===== src/rtl/sump_cmd_parser.sv =====
// ---------------------------------------------------------------------------
// sump_cmd_parser
//
// Receive-side command decoder for the SUMP logic-analyzer link. Bytes from
// the UART receiver are decoded as SUMP short (1-byte) or long (opcode plus
// 4 payload bytes) commands. Short commands become one-cycle strobes or the
// xoff level. Long commands are assembled and presented as opcode + 32-bit
// payload. ID / metadata requests are handed to metadata_sender through a
// request/busy handshake.
//
// Ports
//   clock               system clock, all logic on posedge
//   reset_n             asynchronous active-low reset
//   rx_byte             received byte, qualified by rx_valid
//   rx_valid            one-cycle strobe per received byte
//   meta_busy           metadata_sender is transmitting
//   begin_meta_transmit request to metadata_sender, held until it goes busy
//   send_id             1 = ID request, 0 = metadata request
//   cmd_reset           pulse on short 0x00
//   cmd_arm             pulse on short 0x01
//   xoff                level, set by 0x13, cleared by 0x11 / 0x00
//   long_cmd_valid      pulse when a long command completes
//   long_cmd_opcode     opcode of the last completed long command
//   long_cmd_data       payload, first byte in [7:0], last byte in [31:24]
//   cmd_dropped         pulse, meta request ignored (one already outstanding)
//   cmd_unknown         pulse, unrecognised short opcode
//   long_timeout        pulse, partial long command abandoned
// ---------------------------------------------------------------------------
module sump_cmd_parser #(
   parameter int unsigned TIMEOUT_CYCLES = 100000,
   parameter int unsigned TIMEOUT_W      = 17
) (
   input  logic        clock,
   input  logic        reset_n,
   input  logic [7:0]  rx_byte,
   input  logic        rx_valid,
   input  logic        meta_busy,
   output logic        begin_meta_transmit,
   output logic        send_id,
   output logic        cmd_reset,
   output logic        cmd_arm,
   output logic        xoff,
   output logic        long_cmd_valid,
   output logic [7:0]  long_cmd_opcode,
   output logic [31:0] long_cmd_data,
   output logic        cmd_dropped,
   output logic        cmd_unknown,
   output logic        long_timeout
);

   typedef enum logic {
      P_IDLE,
      P_LONG
   } parse_state_e;

   typedef enum logic [1:0] {
      R_IDLE,
      R_REQ,
      R_BUSY
   } req_state_e;

   localparam logic [TIMEOUT_W-1:0] TIMEOUT_LAST = TIMEOUT_W'(TIMEOUT_CYCLES - 1);

   parse_state_e        parseState_q, parseState_d;
   req_state_e          reqState_q, reqState_d;
   logic [1:0]          byteIdx_q, byteIdx_d;
   logic [TIMEOUT_W-1:0] timeoutCnt_q, timeoutCnt_d;
   logic [7:0]          opcodeLatch_q, opcodeLatch_d;
   // Only lanes 0..2 are buffered; lane 3 goes straight to the output register.
   logic [23:0]         payload_q, payload_d;
   logic                beginMeta_q, beginMeta_d;
   logic                sendId_q, sendId_d;
   logic                cmdReset_q, cmdReset_d;
   logic                cmdArm_q, cmdArm_d;
   logic                xoff_q, xoff_d;
   logic                longValid_q, longValid_d;
   logic [7:0]          longOpcode_q, longOpcode_d;
   logic [31:0]         longData_q, longData_d;
   logic                cmdDropped_q, cmdDropped_d;
   logic                cmdUnknown_q, cmdUnknown_d;
   logic                longTimeout_q, longTimeout_d;

   // State and output registers; everything returns to zero on reset.
   always_ff @(posedge clock or negedge reset_n) begin
      if (!reset_n) begin
         parseState_q  <= P_IDLE;
         reqState_q    <= R_IDLE;
         byteIdx_q     <= '0;
         timeoutCnt_q  <= '0;
         opcodeLatch_q <= '0;
         payload_q     <= '0;
         beginMeta_q   <= 1'b0;
         sendId_q      <= 1'b0;
         cmdReset_q    <= 1'b0;
         cmdArm_q      <= 1'b0;
         xoff_q        <= 1'b0;
         longValid_q   <= 1'b0;
         longOpcode_q  <= '0;
         longData_q    <= '0;
         cmdDropped_q  <= 1'b0;
         cmdUnknown_q  <= 1'b0;
         longTimeout_q <= 1'b0;
      end else begin
         parseState_q  <= parseState_d;
         reqState_q    <= reqState_d;
         byteIdx_q     <= byteIdx_d;
         timeoutCnt_q  <= timeoutCnt_d;
         opcodeLatch_q <= opcodeLatch_d;
         payload_q     <= payload_d;
         beginMeta_q   <= beginMeta_d;
         sendId_q      <= sendId_d;
         cmdReset_q    <= cmdReset_d;
         cmdArm_q      <= cmdArm_d;
         xoff_q        <= xoff_d;
         longValid_q   <= longValid_d;
         longOpcode_q  <= longOpcode_d;
         longData_q    <= longData_d;
         cmdDropped_q  <= cmdDropped_d;
         cmdUnknown_q  <= cmdUnknown_d;
         longTimeout_q <= longTimeout_d;
      end
   end

   // Next-state logic for both FSMs. The request handshake advances on its
   // own; the parser may start a new request only while the handshake is idle.
   always_comb begin
      parseState_d  = parseState_q;
      reqState_d    = reqState_q;
      byteIdx_d     = byteIdx_q;
      timeoutCnt_d  = timeoutCnt_q;
      opcodeLatch_d = opcodeLatch_q;
      payload_d     = payload_q;
      beginMeta_d   = beginMeta_q;
      sendId_d      = sendId_q;
      cmdReset_d    = 1'b0;
      cmdArm_d      = 1'b0;
      xoff_d        = xoff_q;
      longValid_d   = 1'b0;
      longOpcode_d  = longOpcode_q;
      longData_d    = longData_q;
      cmdDropped_d  = 1'b0;
      cmdUnknown_d  = 1'b0;
      longTimeout_d = 1'b0;

      // The sender acknowledges by going busy; once it goes quiet the next
      // request may be issued. The sender cannot be aborted, so nothing here
      // reacts to short 0x00.
      case (reqState_q)
         R_REQ: begin
            if (meta_busy) begin
               reqState_d  = R_BUSY;
               beginMeta_d = 1'b0;
            end
         end
         R_BUSY: begin
            if (!meta_busy) begin
               reqState_d = R_IDLE;
            end
         end
         default: ;
      endcase

      case (parseState_q)
         P_IDLE: begin
            if (rx_valid) begin
               if (rx_byte[7]) begin
                  opcodeLatch_d = rx_byte;
                  byteIdx_d     = '0;
                  timeoutCnt_d  = '0;
                  parseState_d  = P_LONG;
               end else begin
                  case (rx_byte)
                     8'h00: begin
                        cmdReset_d = 1'b1;
                        xoff_d     = 1'b0;
                     end
                     8'h01: cmdArm_d = 1'b1;
                     8'h02, 8'h04: begin
                        if (reqState_q == R_IDLE) begin
                           reqState_d  = R_REQ;
                           beginMeta_d = 1'b1;
                           sendId_d    = (rx_byte == 8'h02);
                        end else begin
                           cmdDropped_d = 1'b1;
                        end
                     end
                     8'h11: xoff_d = 1'b0;
                     8'h13: xoff_d = 1'b1;
                     default: cmdUnknown_d = 1'b1;
                  endcase
               end
            end
         end
         P_LONG: begin
            // A byte arriving on the expiry cycle takes priority over the timeout.
            if (rx_valid) begin
               timeoutCnt_d = '0;
               case (byteIdx_q)
                  2'd0: payload_d[7:0]   = rx_byte;
                  2'd1: payload_d[15:8]  = rx_byte;
                  2'd2: payload_d[23:16] = rx_byte;
                  default: ;
               endcase
               if (byteIdx_q == 2'd3) begin
                  longValid_d  = 1'b1;
                  longOpcode_d = opcodeLatch_q;
                  longData_d   = {rx_byte, payload_q};
                  parseState_d = P_IDLE;
               end else begin
                  byteIdx_d = byteIdx_q + 2'd1;
               end
            end else if (timeoutCnt_q == TIMEOUT_LAST) begin
               longTimeout_d = 1'b1;
               parseState_d  = P_IDLE;
            end else begin
               timeoutCnt_d = timeoutCnt_q + TIMEOUT_W'(1);
            end
         end
         default: ;
      endcase
   end

   assign begin_meta_transmit = beginMeta_q;
   assign send_id             = sendId_q;
   assign cmd_reset           = cmdReset_q;
   assign cmd_arm             = cmdArm_q;
   assign xoff                = xoff_q;
   assign long_cmd_valid      = longValid_q;
   assign long_cmd_opcode     = longOpcode_q;
   assign long_cmd_data       = longData_q;
   assign cmd_dropped         = cmdDropped_q;
   assign cmd_unknown         = cmdUnknown_q;
   assign long_timeout        = longTimeout_q;

endmodule


===== config.mk =====
export PLATFORM = sky130hd
export DESIGN_NAME = sump_cmd_parser
export DESIGN_NICKNAME = d
export VERILOG_FILES = /design/src/rtl/sump_cmd_parser.sv
export SDC_FILE = /design/constraint.sdc
export NUM_CORES = 1
export LEC_CHECK = 0
export ABC_AREA = 0
export CAP_MARGIN = 5
export CORE_UTILIZATION = 30
export DETAILED_ROUTE_END_ITERATION = 8
export PLACE_DENSITY = 0.5
export SYNTH_ARGS = -nofsm -noshare
export SYNTH_HDL_FRONTEND = slang
export SYNTH_SLANG_ARGS = --single-unit

===== constraint.sdc =====
create_clock -name clock -period 3.4 [get_ports clock]
set_input_delay 0.51 -clock clock [delete_from_list [all_inputs] [get_ports clock]]
set_output_delay 0.51 -clock clock [all_outputs]
set_load 0.005 [all_outputs]

# Word level (Yosys, flattened, before mapping)

Index checks and enable logic that the tools add are counted.

Register bits: 103
Latch bits: 0
Memory bits (writable): 0
ROM bits: 0
Bits of input ports: 12
Output and inout port bits: 49
Logic and storage cells: 110
Memories kept: 0

Add/sub/neg operators: 2
Multiply operators: 0
Div/mod/pow operators: 0
Magnitude comparators: 0
Equal/unequal tests: 16
Shifts and indexed selects: 0
Mux-type cells: 55
Bitwise logic cells: 2
Reductions and logical operators: 16

Operators with widths:

| cell                                           | number |
|---|---|
| two-way mux 17 bit                             | 4 |
| two-way mux 1 bit                              | 35 |
| one-hot mux 17 bit (2 select lines)            | 1 |
| two-way mux 2 bit                              | 11 |
| AND reduction 3 bit                            | 6 |
| adder 17 x 1 -> 17 bit (second input constant) | 1 |
| == test 17 bit (second input constant)         | 1 |
| == test 8 x 5 -> 1 bit (second input constant) | 2 |
| == test 8 x 1 -> 1 bit (second input constant) | 1 |
| == test 8 x 2 -> 1 bit (second input constant) | 1 |
| == test 8 x 3 -> 1 bit (second input constant) | 1 |
| zero test 8 bit                                | 1 |
| inequality test 2 bit (second input constant)  | 4 |
| one-hot mux 2 bit (2 select lines)             | 2 |
| AND reduction 4 bit                            | 2 |
| == test 2 bit (second input constant)          | 3 |
| OR reduction 6 bit                             | 1 |
| AND reduction 5 bit                            | 1 |
| == test 2 x 1 -> 1 bit (second input constant) | 2 |
| zero test 2 bit                                | 2 |
| one-hot mux 1 bit (2 select lines)             | 2 |
| OR reduction 2 bit                             | 2 |
| inequality test 3 bit (second input constant)  | 1 |
| adder 2 x 1 -> 2 bit (second input constant)   | 1 |
| other kinds (2)                                | 3 |

# Depth between registers and ports, before layout

Depth after elaboration: 7
Mapped depth: 7
Depth with buffers taken out: 6

# Least setup slack after synthesis

No wires, ideal clock.

Kind: input port to flip-flop
From: input rx_valid
To: register timeoutCnt_q[6]
Setup time: 124 ps
Arrival: 2,135 ps
Required time: 3,276 ps
Slack: 1,142 ps
Stages on the path: 5
Path buffers: 0
Path through: or4_1 -> or4_4 -> o21a_4 -> and3_1 -> a211o_1

Cells in the longest elaborated chain, start to end: 2
Elaborated cells on any way between the ends: 5
Those cells by class: eq/ne (2); mux (2); reduce/logical (1)

Ends and longest elaborated chain:

| item                                                                                        | RTL line | RTL |
|---|---|---|
| from (decl)                                                                                 | 36       | `input logic rx_valid,` |
| inequality test 3 bit (no line), or another cell as far along                               | -        |  |
| AND reduction 3 bit (no line) / one-hot mux 17 bit (2 select lines) (equally long branches) | -        |  |
| to (signal assigned)                                                                        | 107      | `timeoutCnt_q <= timeoutCnt_d;` |
| to (decl)                                                                                   | 67       | `logic [TIMEOUT_W-1:0] timeoutCnt_q, timeoutCnt_d;` |

Parallel ways exist; a longest one is shown, timed or not.
A chain may end at the register's enable or synchronous reset.

# Worst setup path after layout

From: input rx_valid
To: register timeoutCnt_q[11]

Same word-level chain as after synthesis.

==> results.ini <==
[power]
p_per_area_mw_per_mm2=752
peakVddDrop_mv=0.251
p_leak_uw=0.00242

[global_route]
grt_overflow=0
grt_pass1_wl_mm=15.5
first_global_vias=2974
antenna_found_initial=0
grt_use_total_pct=13.8
grt_max_degree=69

[status]
status=completed

[finish]
areaGrowthSynthToFinish_pct=25.5
drive_gt1_share_pct=24.2
layout_commonest_cell=dfrtp_1
diodes=0
final_net_count=433
final_area_mm2=0.00553
final_cell_mix=dfrtp_1 (103), mux2_2 (67), clkdlybuf4s50_1 (59), nand2_1 (22), o21ai_0 (22)
stdcell_count=597
fillers=1346

[drt]
drt_iter0_drc=105
vias=2891
drt.antenna.violating_nets=0
via_per_inst=4.84
dr.pass1.iters=4
drc=0
routedWlPerCell_um=15.8
detail_route.wirelength_mm=9.45

[cts]
holdBufCountCts=0
cts_resized=0
cts_tree=built
cts-htree-levels=3
clkTransAtPathRegs_ns=0.07
cts_setup_buffers=0
clock_latency_ns=0.35
cts_buffer_depth=2
cts_root_buffer=clkbuf_16
clock_sinks=103
numCtsBuffers=9

[synthesis]
synth_area_per_cell_um2=12.7
synth_fp_nets=368
ys_async_sr_fraction_pct=100
ys_warn_count=0
seq_area_frac_synth_pct=58.5
syn_area_mm2=0.00440
synth_top_cells_by_area=dfrtp_1 (59%), mux2_2 (17%), ha_1 (2.6%)
synth-seq-cells=103
synthFlopType=dfrtp_1
synth-edff-count=0
synth.distinct_cells=42
synth_area_leader_cell=dfrtp_1
synth_top_area_share_pct=58.5
synth_cells=347

[placed_design]
hpwlAfterDp_mm=6.35
place_congestion=0.824
dp_cells=581
dpl_cell_area_mm2=0.00524
io_buffers=60

[critical_path]
crit_slowest_cell=or4_4
endpoint_kind=flop
path_max_fanout=10
critPathLaunchType=input port
path_class=input port to flop
critPathArrivalTime_ns=2.64
crit_family=simple AND/OR/NAND/NOR gates
worstPathBufferInverterCount=1
required_ns=3.63
crit_path_cell_trace=clkdlybuf4s50_1 -> or4_1 -> or4_4 -> o21ai_4 -> nor2_1 -> a221o_2
cp_slowest_stage_delay_ns=0.57

[floorplan]
coreArea_mm2=0.0141
dieArea_mm2=0.0152
io_pins=61
dieHeight_um=123
initial_core_util_pct=31.2
row_count=43
die_x_um=123

[timing]
fmax_ghz=0.414
relSlewSlack_pct=42.8
whs_ns=0.266
period_needed_ns=2.41
rsz0062_at_grt=false
tns_ns=0
clock_skew_ns=0.00575
tightest_slew_ns=0.858
slew_violations=0
finalHoldViolations=0
setup_viol=0
fin_crit_sh_pct=71.0

[worst_hold_path]
min_path_type=input port to async pin

[run]
max_cap_viol_count=0

-- path summary, 6_finish.rpt --
path | start | endpoint | slack (ns) | cells after the start
min | reset_n | long_cmd_data[3]$_DFFE_PN0P_ | 0.27 | 1
max | rx_valid | timeoutCnt_q[11]$_DFFE_PN0P_ | 0.99 | 6
max reg2reg | timeoutCnt_q[12]$_DFFE_PN0P_ | timeoutCnt_q[11]$_DFFE_PN0P_ | 1.10 | 5
max in group asynchronous | reset_n | long_cmd_data[22]$_DFFE_PN0P_ | 2.42 | 2
min reg2reg | opcodeLatch_q[7]$_DFFE_PN0P_ | opcodeLatch_q[7]$_DFFE_PN0P_ | 0.47 | 1
min in group clock | opcodeLatch_q[7]$_DFFE_PN0P_ | opcodeLatch_q[7]$_DFFE_PN0P_ | 0.47 | 1
-- power breakdown --
part | switching, µW | total, µW | internal (µW)
Combinational | 435 | 1240 | 801
Sequential | 255 | 1920 | 1670
Clock | 473 | 1000 | 527
-- cell usage after synthesis, drive strengths merged, types with 6 or more instances --
cell type,instances
a21oi,7
clkbuf,11
nor3,10
nor2b,7
and3,6
inv,9
nand2b,6
a31oi,6
nand2,22
nand3,13
ha,9
o21ai,24
mux2,67
dfrtp,103
nor2,8
-- through the flow --
stage / utilization (%) / total power (µW) / setup slack [ns]
finish: 39.2 / 4160 / 0.986
detailed placement: 37.1 / 3210 / 0.627
global placement: 37.1 / 3180 / 0.646
global route: 39.2 / 4450 / 0.889
floorplan: - / 2540 / 1.14
CTS: 39.2 / 4230 / 1.00
-- sequential cells by signal (all words and copies together), names as in the netlist --
register,count
opcodeLatch_q,8
cmd_unknown,1
timeoutCnt_q,17
long_cmd_valid,1
reqState_q,2
parseState_q,1
cmd_arm,1
long_cmd_opcode,8
long_timeout,1
xoff,1
byteIdx_q,2
begin_meta_transmit,1
payload_q,24
long_cmd_data,32
cmd_dropped,1
cmd_reset,1
send_id,1
-- logic make-up (layout without fill, tap and decap cells) --
kind of cell,count (synthesis),in the layout,synth area share (%)
AOI/OAI and AO/OA,56,56,8.58
xor gates and xnor gates,1,1,0.199
adders and majority gates,9,9,2.56
buffers and inverters,21,91,1.96
DFF,103,103,58.5
muxes,69,69,17.6
and+or+nand+nor,88,88,10.6
-- area by class of cell --
cell class / count / area (µm²) / area share, %
clock buffer: 10 / 239 / 4.33
clock inverter: 6 / 50.0 / 0.906
inverter: 9 / 33.8 / 0.611
multi-input combinational: 223 / 1740 / 31.6
sequential: 103 / 2580 / 46.6
tap: 180 / 225 / 4.08
timing repair buffer: 66 / 656 / 11.9
-- layer usage --
metal	share of wire (%)	track usage [%]	up-vias
li1	-	-	1380
met1	45	16.7	1433
met2	49	23.0	63
met3	4.6	4.01	15
met4	1.7	5.35	0
met5	0	0	-
No activity file was read; power rests on OpenSTA's default activity.
